<file path="config.mk">
export PLATFORM = sky130hd
export DESIGN_NAME = npu_sign_normalizer
export DESIGN_NICKNAME = d
export VERILOG_FILES = /design/src/rtl/npu_pkg.sv /design/src/rtl/npu_lsd_count.sv /design/src/rtl/npu_sign_normalizer.sv
export SDC_FILE = /design/constraint.sdc
export NUM_CORES = 1
export LEC_CHECK = 0
export CORE_ASPECT_RATIO = 0.75
export CORE_UTILIZATION = 43
export CTS_CLUSTER_SIZE = 8
export DETAILED_ROUTE_END_ITERATION = 8
export PLACE_DENSITY = 0.7
export SLEW_MARGIN = 20
export SYNTH_ARGS = -nofsm -noshare
export SYNTH_HDL_FRONTEND = slang
export SYNTH_SLANG_ARGS = --single-unit
</file>
<file path="constraint.sdc">
create_clock -name clk -period 2.75 [get_ports clk]
set_input_delay 0.55 -clock clk [delete_from_list [all_inputs] [get_ports clk]]
set_output_delay 0.55 -clock clk [all_outputs]
set_load 0.05 [all_outputs]
</file>
<file path="src/rtl/npu_pkg.sv">
// Shared NPU definitions: default exponent type, its minimum value, and a
// constant-foldable ceil(log2) helper used to size count fields.
package npu_pkg;

  localparam int unsigned EXP_WIDTH_DEF = 8;

  typedef logic signed [EXP_WIDTH_DEF-1:0] exp_t;

  // Most negative representable exponent (-2^(EXP_WIDTH_DEF-1)).
  localparam exp_t EXP_MIN = exp_t'({1'b1, {(EXP_WIDTH_DEF-1){1'b0}}});

  // ceil(log2(v)), with clog2(1) = 0.
  function automatic int unsigned clog2(input int unsigned v);
    int unsigned r;
    int unsigned t;
    r = 0;
    t = 1;
    while (t < v) begin
      t = t << 1;
      r = r + 1;
    end
    return r;
  endfunction

endpackage

</file>
<file path="src/rtl/npu_lsd_count.sv">
// Leading-sign-detect: counts redundant sign bits of a two's-complement operand.
// cnt is the left shift that makes bit[MSB] differ from bit[MSB-1]; an operand
// of all zeros or all ones yields A_WIDTH-1.
module npu_lsd_count
  import npu_pkg::*;
#(
  parameter int unsigned A_WIDTH   = 16,
  localparam int unsigned CNT_WIDTH = clog2(A_WIDTH)
) (
  input  logic [A_WIDTH-1:0]   data,
  output logic [CNT_WIDTH-1:0] cnt,
  output logic                 zero
);

  // Scan upward so the highest sign transition wins the final assignment.
  always_comb begin
    cnt  = CNT_WIDTH'(A_WIDTH - 1);
    zero = (data == '0);
    for (int i = 0; i < int'(A_WIDTH) - 1; i++) begin
      if (data[i+1] != data[i]) begin
        cnt = CNT_WIDTH'(int'(A_WIDTH) - i - 2);
      end
    end
  end

endmodule

</file>
<file path="src/rtl/npu_sign_normalizer.sv">
// Two-stage normaliser for signed fixed-point data.
// Stage 1 registers the operand together with its sign-bit count; stage 2
// registers the left-shifted mantissa and the saturated exponent debit.
// Valid/ready on both sides; in_ready is combinational through out_ready.
module npu_sign_normalizer
  import npu_pkg::*;
#(
  parameter int unsigned A_WIDTH   = 16,
  parameter int unsigned EXP_WIDTH = 8,
  localparam int unsigned CNT_WIDTH = clog2(A_WIDTH)
) (
  input  logic                 clk,
  input  logic                 rst_n,
  input  logic                 in_valid,
  output logic                 in_ready,
  input  logic [A_WIDTH-1:0]   in_data,
  input  logic [EXP_WIDTH-1:0] in_exp,
  output logic                 out_valid,
  input  logic                 out_ready,
  output logic [A_WIDTH-1:0]   out_mant,
  output logic [CNT_WIDTH-1:0] out_cnt,
  output logic [EXP_WIDTH-1:0] out_exp,
  output logic                 out_zero,
  output logic                 out_uflow
);

  // Stage 1 state
  logic                 s1_valid;
  logic [A_WIDTH-1:0]   s1_data;
  logic [EXP_WIDTH-1:0] s1_exp;
  logic [CNT_WIDTH-1:0] s1_cnt;
  logic                 s1_zero;

  // Stage 2 state (drives the outputs directly)
  logic                 s2_valid;
  logic [A_WIDTH-1:0]   s2_mant;
  logic [CNT_WIDTH-1:0] s2_cnt;
  logic [EXP_WIDTH-1:0] s2_exp;
  logic                 s2_zero;
  logic                 s2_uflow;

  // Combinational helpers
  logic                 s2_load;
  logic [CNT_WIDTH-1:0] lsd_cnt;
  logic                 lsd_zero;
  logic [A_WIDTH-1:0]   mant_next;
  logic [EXP_WIDTH:0]   exp_diff;
  logic [EXP_WIDTH-1:0] exp_next;
  logic                 uflow_next;

  npu_lsd_count #(
    .A_WIDTH (A_WIDTH)
  ) u_lsd (
    .data (in_data),
    .cnt  (lsd_cnt),
    .zero (lsd_zero)
  );

  // Handshake: stage 2 refills when empty or draining; stage 1 follows it.
  always_comb begin
    s2_load  = ~s2_valid | out_ready;
    in_ready = ~s1_valid | s2_load;
  end

  // Normalise: shift, then debit exponent with one guard bit to detect underflow.
  // The count is non-negative, so only the low end can saturate.
  always_comb begin
    mant_next  = s1_data << s1_cnt;
    exp_diff   = {s1_exp[EXP_WIDTH-1], s1_exp} - (EXP_WIDTH + 1)'(s1_cnt);
    exp_next   = exp_diff[EXP_WIDTH-1:0];
    uflow_next = 1'b0;
    if (s1_zero) begin
      exp_next = s1_exp;
    end else if (exp_diff[EXP_WIDTH] != exp_diff[EXP_WIDTH-1]) begin
      exp_next   = {1'b1, {(EXP_WIDTH-1){1'b0}}};
      uflow_next = 1'b1;
    end
  end

  // Stage 1 register: capture operand and its count whenever the slot is free.
  always_ff @(posedge clk or negedge rst_n) begin
    if (!rst_n) begin
      s1_valid <= 1'b0;
      s1_data  <= '0;
      s1_exp   <= '0;
      s1_cnt   <= '0;
      s1_zero  <= 1'b0;
    end else if (in_ready) begin
      s1_valid <= in_valid;
      if (in_valid) begin
        s1_data <= in_data;
        s1_exp  <= in_exp;
        s1_cnt  <= lsd_cnt;
        s1_zero <= lsd_zero;
      end
    end
  end

  // Stage 2 register: holds steady while downstream stalls.
  always_ff @(posedge clk or negedge rst_n) begin
    if (!rst_n) begin
      s2_valid <= 1'b0;
      s2_mant  <= '0;
      s2_cnt   <= '0;
      s2_exp   <= '0;
      s2_zero  <= 1'b0;
      s2_uflow <= 1'b0;
    end else if (s2_load) begin
      s2_valid <= s1_valid;
      if (s1_valid) begin
        s2_mant  <= mant_next;
        s2_cnt   <= s1_cnt;
        s2_exp   <= exp_next;
        s2_zero  <= s1_zero;
        s2_uflow <= uflow_next;
      end
    end
  end

  // Outputs straight from stage 2
  always_comb begin
    out_valid = s2_valid;
    out_mant  = s2_mant;
    out_cnt   = s2_cnt;
    out_exp   = s2_exp;
    out_zero  = s2_zero;
    out_uflow = s2_uflow;
  end

endmodule

</file>
==> flow_summary.yaml, run 1 <==
detailed_routing:
  drc: 0
  via_per_inst: 5.40
  dr.pass1.iters: 4
  drtIter0Drc: 178
  met3WireLength_um: 519
  num_vias: 2828
  routed_wl_um: 7930
  wl_met1_um: 4020
  top_layer_used: "met4"
  ant_nets: 0
  wl_per_cell_um: 15.1
  dr_wl_met2_um: 3210
sta:
  setup_violations: 0
  slew_violations: 0
  fmax_ghz: 0.381
  rsz0062_at_grt: "false"
  worst_pin_slew_ns: 0.645
  setup_tns_ns: 0
  max-slew-margin-rel: 0.570
  period_share: 0.953
  skew_ns: 0.00511
  hold_viol: 0
  layout_min_cycle_time_ns: 2.62
floorplanning:
  start_util: 0.443
  coreArea_sq_mm: 0.00788
  die_y_um: 80.1
  ioPinCount: 60
  die-area_sq_mm: 0.00849
  die_w_um: 106
  row_count: 28
yosys:
  synth_top_flop_cell: "dfrtp_1"
  ys_ff_latch: 61
  synth_top_area_frac: 0.437
  synth_edf_count: 0
  syn_nets: 391
  synth_warnings: 0
  synth.avg_cell_area_sq_um: 10.0
  async_reset_ff_frac: 1.00
  synth.most_common_cell: "dfrtp_1"
  post_synth_instance_area_sq_mm: 0.00349
  syn_inst: 349
  synth_largest_area_cell: "dfrtp_1"
  yosys-top-cells-area: "dfrtp_1 44%, mux4_2 7.7%, nand2_1 5.6%"
  yosys-top-cells-count: "61 x dfrtp_1, 52 x nand2_1, 26 x inv_1, 24 x o21ai_0, 23 x nor2_1"
  yosysSeqAreaShare: 0.437
  ys_types: 56
clocking:
  cts_tree: "yes"
  clkTransAtPathRegs_ns: 0.06
  cts_buffers: 9
  cts_sinks: 61
  post_cts_buffers: 0
  cts.hold.buffers_added: 0
  cts_max_level: 3
  post_cts_resized: 0
  clock_path_buffers: 2
  clock_latency_ns: 0.34
  root_buffer: "clkbuf_8"
setup_path:
  cp-start-kind: "flop"
  arrival_ns: 2.88
  path_class: "flop to flop"
  critical_path.endpoint_type: "flop"
  worstPathRequired_ns: 3.01
  r2r_slack_ns: 0.13
  path_max_fanout: 6
global_route:
  grt_pass1_wl_um: 13400
  antenna_found_initial: 0
  grt_max_degree: 50
  grt_pass1_vias: 2710
  grt.total_usage: 0.208
  grt_overflow: 0
status:
  status: "finished clean"
placement:
  port_buffers: 59
  dp.cells: 508
  gp_congestion: 0.982
  dp_hpwl_um: 6160
pwr:
  power_density_mw_per_mm2: 815
  p_leak_uw: 0.00194
  irDropWorstVdd_mv: 0.428
hold_path:
  hold_path_class: "input port to asynchronous set/reset pin"
cells_and_area:
  drive_gt1_frac: 0.138
  n_antenna_cell: 0
  finalNetCount: 456
  final_cells: 524
  area_growth_pct: 25.7
job:
  maxCapViolations: 0
-- power by group --
group | internal, uW | total (uW) | switching, uW | leakage (uW)
registers | 1080 | 1220 | 139 | 0.000753
clock network | 506 | 841 | 335 | 0.000107
logic | 597 | 1520 | 923 | 0.00108
-- stage by stage --
stage	area (sq um)	utilization	worst slack (ns)	power [uW]	hold slack [ns]
2_1_floorplan	3490	-	0.0535	2270	0.254
3_3_place_gp	4180	0.530	0.286	2720	0.457
3_5_place_dp	4180	0.530	0.167	2750	0.464
4_1_cts	4390	0.557	0.146	3600	0.243
5_1_grt	4390	0.557	0.00967	3780	0.275
6_report	4390	0.557	0.128	3580	0.233
-- path summary, 6_finish.rpt --
| check | endpoint | depth (start not counted) | startpoint |
|---|---|---|---|
| min in group clk | out_cnt[3]$_DFFE_PN0P_ | 2 | out_cnt[3]$_DFFE_PN0P_ |
| min | s1_exp[5]$_DFFE_PN0P_ | 1 | rst_n |
| max | out_exp[5]$_DFFE_PN0P_ | 12 | s1_exp[0]$_DFFE_PN0P_ |
| max reg2reg | out_exp[5]$_DFFE_PN0P_ | 12 | s1_exp[0]$_DFFE_PN0P_ |
| max in group asynchronous | out_mant[6]$_DFFE_PN0P_ | 2 | rst_n |
| min reg2reg | out_cnt[3]$_DFFE_PN0P_ | 2 | out_cnt[3]$_DFFE_PN0P_ |
-- flip-flops by register name, indices dropped and copies added, names as in the netlist --
| register | count |
|---|---|
| out_mant | 16 |
| s1_data | 16 |
| out_exp | 8 |
| s1_exp | 8 |
| out_cnt | 4 |
| s1_cnt | 4 |
| out_uflow | 1 |
| out_valid | 1 |
| out_zero | 1 |
| s1_valid | 1 |
| s1_zero | 1 |
-- per-layer routing --
| metal | vias up | global-route usage |
|---|---|---|
| met5 | - | 0 |
| met4 | 0 | 0.0917 |
| met3 | 15 | 0.0438 |
| met2 | 113 | 0.291 |
| met1 | 1334 | 0.308 |
| li1 | 1366 | - |
-- cells by family after synthesis --
kind of cell             count (synthesis)  synth area share
buffers and inverters                   43            0.0605
multiplexers                            28             0.131
XOR/XNOR                                 9            0.0226
adder cells (fa/ha/maj)                 14            0.0523
flip-flops                              61             0.437
AND/OR/NAND/NOR                        113             0.149
AO/OA/AOI/OAI                           81             0.148
-- critical path, cell delays in order (launching register included) --
cell      delay, ns
dfrtp_1        0.39
inv_1          0.06
ha_1           0.15
inv_1          0.05
fa_1           0.40
a21o_1         0.19
a21boi_1       0.23
a21oi_1        0.13
ha_2           0.35
nand2b_1       0.14
nand2_1        0.08
a31o_2         0.22
a31oi_1        0.15
-- final cells by class --
cell class	instances	area, sq um
multi-input cells	245	1760
clock buffers	11	131
inverters	27	101
well taps	105	131
fillers	705	3490
flip-flops and latches	61	1530
repair buffers	70	666
clock inverters	5	75.1
-- cells in the final DEF (no fill, tap or decap), drive strengths merged, types with 2 or more instances in the layout --
master	count
inv	27
xor2	5
nand4	6
nor3	5
mux4	13
o21bai	2
bufinv	2
o21ai	27
xnor2	4
clkbuf	11
dfrtp	61
o31a	2
nor2b	2
nand3b	2
nand2	52
ha	13
nand2b	6
o211ai	4
o31ai	2
a22oi	3
or3	2
nor3b	2
clkdlybuf4s50	57
a21o	4
a21boi	2
mux2i	5
mux2	10
clkinv	3
o221ai	2
nand3	7
a31oi	3
buf	13
a21oi	16
a22o	3
a211oi	2
nor2	23
and2	2
No activity file was read; power rests on OpenSTA's default activity.
==> run 2: changes to the inputs <==
--- a/config.mk
+++ b/config.mk
@@ -7,6 +7,7 @@
 export LEC_CHECK = 0
 export CORE_ASPECT_RATIO = 0.75
 export CORE_UTILIZATION = 43
+export CTS_CLUSTER_DIAMETER = 100
 export CTS_CLUSTER_SIZE = 8
 export DETAILED_ROUTE_END_ITERATION = 8
 export PLACE_DENSITY = 0.7
==> results of run 2 <==
No change in the layout: final DEF, timing and power equal those of run 1.
